File: src/rtl/instr_input_stage.sv
// Board front end: synchronises switches and the send button, debounces the button and
// turns each debounced press into a one-cycle strobe plus a valid/ready instruction hand-off.
module instr_input_stage #(
    parameter int DEBOUNCE_CYCLES = 500000,
    parameter int CNT_W           = $clog2(DEBOUNCE_CYCLES)
) (
    input  logic        clk,
    input  logic        reset,
    input  logic        send_button,
    input  logic [17:0] switches,
    input  logic        instr_ready,
    output logic        instr_valid,
    output logic [17:0] instr_data,
    output logic        send_button_pulse,
    output logic        busy_led,
    output logic        overrun,
    output logic [7:0]  press_count
);

    typedef enum logic [1:0] {
        S_LOW,
        S_RISE,
        S_HIGH,
        S_FALL
    } state_t;

    localparam logic [CNT_W-1:0] CNT_LAST = CNT_W'(DEBOUNCE_CYCLES - 1);

    logic        btn_meta_q;
    logic        btn_s_q;
    logic [17:0] sw_meta_q;
    logic [17:0] sw_s_q;

    state_t           state_q, state_d;
    logic [CNT_W-1:0] cnt_q, cnt_d;
    logic             press_evt;

    logic        valid_q, valid_d;
    logic [17:0] data_q, data_d;
    logic        pulse_q;
    logic        overrun_q, overrun_d;
    logic [7:0]  count_q, count_d;
    logic        xfer;
    logic        hold_free;

    always_ff @(posedge clk) begin
        if (reset) begin
            btn_meta_q <= 1'b0;
            btn_s_q    <= 1'b0;
            sw_meta_q  <= '0;
            sw_s_q     <= '0;
        end else begin
            btn_meta_q <= send_button;
            btn_s_q    <= btn_meta_q;
            sw_meta_q  <= switches;
            sw_s_q     <= sw_meta_q;
        end
    end

    always_ff @(posedge clk) begin
        if (reset) begin
            state_q <= S_LOW;
            cnt_q   <= '0;
        end else begin
            state_q <= state_d;
            cnt_q   <= cnt_d;
        end
    end

    // Only a completed rise produces an event; a completed fall is silent.
    always_comb begin
        state_d   = state_q;
        cnt_d     = cnt_q;
        press_evt = 1'b0;
        case (state_q)
            S_LOW: begin
                if (btn_s_q) begin
                    cnt_d   = '0;
                    state_d = S_RISE;
                end
            end
            S_RISE: begin
                if (!btn_s_q) begin
                    state_d = S_LOW;
                end else if (cnt_q == CNT_LAST) begin
                    state_d   = S_HIGH;
                    press_evt = 1'b1;
                end else begin
                    cnt_d = cnt_q + 1'b1;
                end
            end
            S_HIGH: begin
                if (!btn_s_q) begin
                    cnt_d   = '0;
                    state_d = S_FALL;
                end
            end
            S_FALL: begin
                if (btn_s_q) begin
                    state_d = S_HIGH;
                end else if (cnt_q == CNT_LAST) begin
                    state_d = S_LOW;
                end else begin
                    cnt_d = cnt_q + 1'b1;
                end
            end
            default: begin
                state_d = S_LOW;
                cnt_d   = '0;
            end
        endcase
    end

    assign xfer      = valid_q & instr_ready;
    assign hold_free = ~valid_q | xfer;

    // A press on the same edge as a transfer refills the register instead of overrunning.
    always_comb begin
        valid_d   = valid_q;
        data_d    = data_q;
        overrun_d = overrun_q;
        count_d   = count_q;
        if (xfer) begin
            valid_d = 1'b0;
        end
        if (press_evt) begin
            count_d = count_q + 8'd1;
            if (hold_free) begin
                valid_d = 1'b1;
                data_d  = sw_s_q;
            end else begin
                overrun_d = 1'b1;
            end
        end
    end

    always_ff @(posedge clk) begin
        if (reset) begin
            valid_q   <= 1'b0;
            data_q    <= '0;
            pulse_q   <= 1'b0;
            overrun_q <= 1'b0;
            count_q   <= '0;
        end else begin
            valid_q   <= valid_d;
            data_q    <= data_d;
            pulse_q   <= press_evt;
            overrun_q <= overrun_d;
            count_q   <= count_d;
        end
    end

    assign instr_valid       = valid_q;
    assign instr_data        = data_q;
    assign send_button_pulse = pulse_q;
    assign busy_led          = valid_q;
    assign overrun           = overrun_q;
    assign press_count       = count_q;

endmodule

File: config.mk
export PLATFORM = sky130hd
export DESIGN_NAME = instr_input_stage
export DESIGN_NICKNAME = d
export VERILOG_FILES = /design/src/rtl/instr_input_stage.sv
export SDC_FILE = /design/constraint.sdc
export NUM_CORES = 1
export LEC_CHECK = 0
export CORE_MARGIN = 5
export CORE_UTILIZATION = 50
export CTS_CLUSTER_DIAMETER = 200
export DETAILED_ROUTE_END_ITERATION = 10
export PLACE_DENSITY = 0.75
export SLEW_MARGIN = 40
export SYNTH_ARGS = -nofsm -noshare
export SYNTH_HDL_FRONTEND = slang
export SYNTH_SLANG_ARGS = --single-unit
File: constraint.sdc
create_clock -name clk -period 2.5 [get_ports clk]
set_input_delay 0.75 -clock clk [delete_from_list [all_inputs] [get_ports clk]]
set_output_delay 0.75 -clock clk [all_outputs]
set_load 0.01 [all_outputs]
==> results.json <==
{
  "slew_violations": 0,
  "io_pins": 52,
  "clock_power_share_pct": 39.7,
  "regArea_um2": 1762,
  "avgViaCountPerCell": 5.390,
  "vias": 2765,
  "synth_cell_types": 42,
  "whs_path_depth": 1,
  "drc": 0,
  "yosys-mux-area-fraction_pct": 3.370,
  "power_frac_seq_pct": 56.0,
  "whs_ns": 0.4402,
  "antenna_found_initial": 0,
  "cp_cell_sequence": "clkdlybuf4s50_1",
  "layout-drive-gt1-share_pct": 10.07,
  "synthAdderAreaFrac_pct": 0.7171,
  "ys_seq_area_share_pct": 50.48,
  "root_buffer": "clkbuf_8",
  "synth_top_family_by_area": "simple AND/OR/NAND/NOR gates",
  "ys_ff_latch": 88,
  "clock-sinks": 88,
  "r2r_cells": 5,
  "cts_buffer_depth": 2,
  "setup_violations": 0,
  "end_kind": "primary output",
  "fillers": 569,
  "top_usage_layer": "met2",
  "period_share_pct": 85.39,
  "globalRouteOverflowTotal": 0,
  "routabilityCongestion": 0.8517,
  "run_status": "completed",
  "critPathKind": "reg -> out",
  "power_density_nw_per_um2": 596.5,
  "rsz0062_at_grt": "no",
  "cp_num_cells": 1,
  "hold_class": "reg -> reg",
  "fin_tns_setup_ns": 0,
  "syn_avg_cell_area_um2": 9.587,
  "firstDrtPassIters": 4,
  "cts_made_buffers": 9,
  "io_buffers": 51,
  "routed_wl_um": 7411,
  "layout.cells.non_filler": 513,
  "drtIter0Drc": 173,
  "num_rows": 30,
  "grt_pass1_vias": 2623,
  "start_kind": "register",
  "grt_util_met1_pct": 22.22,
  "syn_area_um2": 3490,
  "finalWorstSetupSlack_ns": 0.3651,
  "grt_max_degree": 42,
  "swShare_pct": 23.19,
  "critPathMaxFanout": 6,
  "ant_nets": 0,
  "place_ws_ns": 0.4229,
  "die_w_um": 93.54,
  "cts.clk_slew.worst_paths_ns": 0.09,
  "synth_nets": 388,
  "irDropWorstVdd_uv": 400.1,
  "final_hold_viol_count": 0,
  "ctsHoldBuffers": 0,
  "met3_usage_pct": 5.471,
  "power_leakage_nw": 1.512,
  "h-tree-depth": 3,
  "power_mw": 2.566,
  "initial_core_util_pct": 51.36,
  "coreArea_um2": 6794,
  "syn_inst": 364,
  "ctsResizeCount": 0,
  "period_needed_ns": 2.135,
  "worst_slew_pin_slew_ns": 0.8414,
  "critPathSlowestCell": "clkdlybuf4s50_1",
  "groute.usage.overall_pct": 17.49,
  "cp.arrival_ns": 1.38,
  "dp_cells": 497,
  "power.net_switching_uw": 595.1,
  "dieHeight_um": 93.54,
  "drv_cap": 0,
  "synth-compound-area-share_pct": 12.15,
  "tritoncts": "built",
  "p_int_mw": 1.971,
  "path_buf_inv": 1,
  "grt.met2_usage_pct": 28.41,
  "synth_xor_area_share_pct": 1.470,
  "critical_path.top_delay_family": "buffers and inverters",
  "antenna_cells": 0,
  "required_ns": 1.75,
  "grt_pass1_wl_um": 12210,
  "wire_per_inst_um": 14.45,
  "pwr-share-comb_pct": 4.3,
  "synth-simple-area-share_pct": 27.86,
  "cts_setup_buffers": 0,
  "fin_nets": 436,
  "slowest_delay_ns": 0.59,
  "area.growth.synth_to_final_pct": 23.27,
  "clock_skew_ns": 0.005538,
  "dieArea_um2": 8750,
  "slew_headroom_pct": 43.50,
  "multi_input_area_um2": 1590,
  "worstSkewPairLatency_ns": 0.35,
  "yosysWarnings": 0,
  "dp_hpwl_um": 5100,
  "max_freq_mhz": 468.4
}
## power by group through the flow
stage,clock network [mW],registers [mW],logic (mW)
after floorplan,0,1.47,0.0628
after global placement,0,1.47,0.107
after detailed placement,0,1.47,0.110
after CTS,1.05,1.44,0.110
after global routing,1.11,1.44,0.119
final,1.02,1.44,0.109
## worst reg2reg max path, delay by kind of cell, from the launching register on
kind / cells / cell delay, ns
simple gates: 3 / 0.93
mux: 1 / 0.37
fa+ha+maj: 1 / 0.23
flops: 1 / 0.43
## layer usage
metal  vias to the layer above  part of all wire, %
met5                         -                    0
met4                         0                  1.4
met3                         6                  5.7
met2                        57                   47
met1                      1299                   46
li1                       1403                    -
## sequential cells by signal, indices dropped and copies added, names as in the netlist, named ones only
| register | cells |
|---|---|
| btn_s_q | 1 |
| overrun | 1 |
| instr_data | 18 |
| busy_led | 1 |
| state_q | 1 |
| send_button_pulse | 1 |
| sw_meta_q | 18 |
| sw_s_q | 18 |
| press_count | 8 |
| cnt_q | 19 |
| btn_meta_q | 1 |
## cell usage after synthesis
library cell	number	area share, %
dfxtp_1	88	50
nor2b_1	45	8.1
a21oi_1	29	4.2
nand4_1	28	5.0
o31ai_1	19	4.1
nand2_1	17	1.8
clkbuf_1	16	1.7
nand3_1	12	1.7
nor2_1	12	1.3
nand2b_1	8	1.4
or4_1	7	1.5
and3_1	6	1.1
o211ai_1	6	1.3
o21ai_0	6	0.86
buf_2	5	0.72
mux2_2	5	1.6
mux2i_1	5	1.4
and2_1	4	0.72
buf_4	4	0.86
inv_1	4	0.43
nor3_1	4	0.57
or3_1	4	0.72
and4_1	3	0.75
nor4b_2	3	1.3
xor2_1	3	0.75
buf_1	2	0.22
ha_1	2	0.72
o311ai_0	2	0.50
o41ai_1	2	0.50
a2111o_1	1	0.32
a211oi_1	1	0.22
a21o_1	1	0.22
and2_0	1	0.18
and4bb_2	1	0.36
mux2_1	1	0.32
nand3_2	1	0.29
nand3b_1	1	0.22
nor4_1	1	0.18
nor4_2	1	0.36
nor4bb_1	1	0.29
xnor2_1	1	0.25
xor2_2	1	0.47
## cells by family after synthesis
family	after synthesis
DFF	88
muxes	11
and+or+nand+nor	160
buffers and inverters	31
xor gates and xnor gates	5
AOI/OAI and AO/OA	67
adders and majority gates	2
## final timing paths
kind | slack (ns) | from | endpoint
max | 0.37 | press_count[1]$_SDFFE_PP0P_ | press_count[1]
min | 0.44 | sw_meta_q[16]$_SDFF_PP0_ | sw_s_q[16]$_SDFF_PP0_
max reg2reg | 0.44 | cnt_q[0]$_SDFFE_PP0P_ | press_count[4]$_SDFFE_PP0P_
min reg2reg | 0.44 | sw_meta_q[16]$_SDFF_PP0_ | sw_s_q[16]$_SDFF_PP0_
## cells in the final DEF (no fill, tap or decap), drive strengths merged, types with 4 or more instances in the layout
master,count
xor2,4
nand3,13
nand4,28
nand2b,8
o211ai,6
or3,4
nor2,12
o31ai,19
or4,7
mux2i,5
and2,5
mux2,6
dfxtp,88
o21ai,6
a21oi,29
inv,8
clkdlybuf4s50,50
nor3,4
clkbuf,9
buf,14
nor2b,45
nand2,17
and3,6
## through the flow
stage / util, % / area [um2]
2_1_floorplan: - / 3490
4_1_cts: 63.31 / 4302
3_5_place_dp: 60.20 / 4090
6_report: 63.31 / 4302
3_3_place_gp: 60.20 / 4090
5_1_grt: 63.31 / 4302
## cell type report
cell class	count	share of cell area, %
sequential	88	40.95
multi-input combinational	245	36.97
timing repair buffer	64	14.02
clock buffer	9	2.880
tap	96	2.792
clock inverter	7	2.036
inverter	4	0.3490
Power figures use the tool's default switching activity.
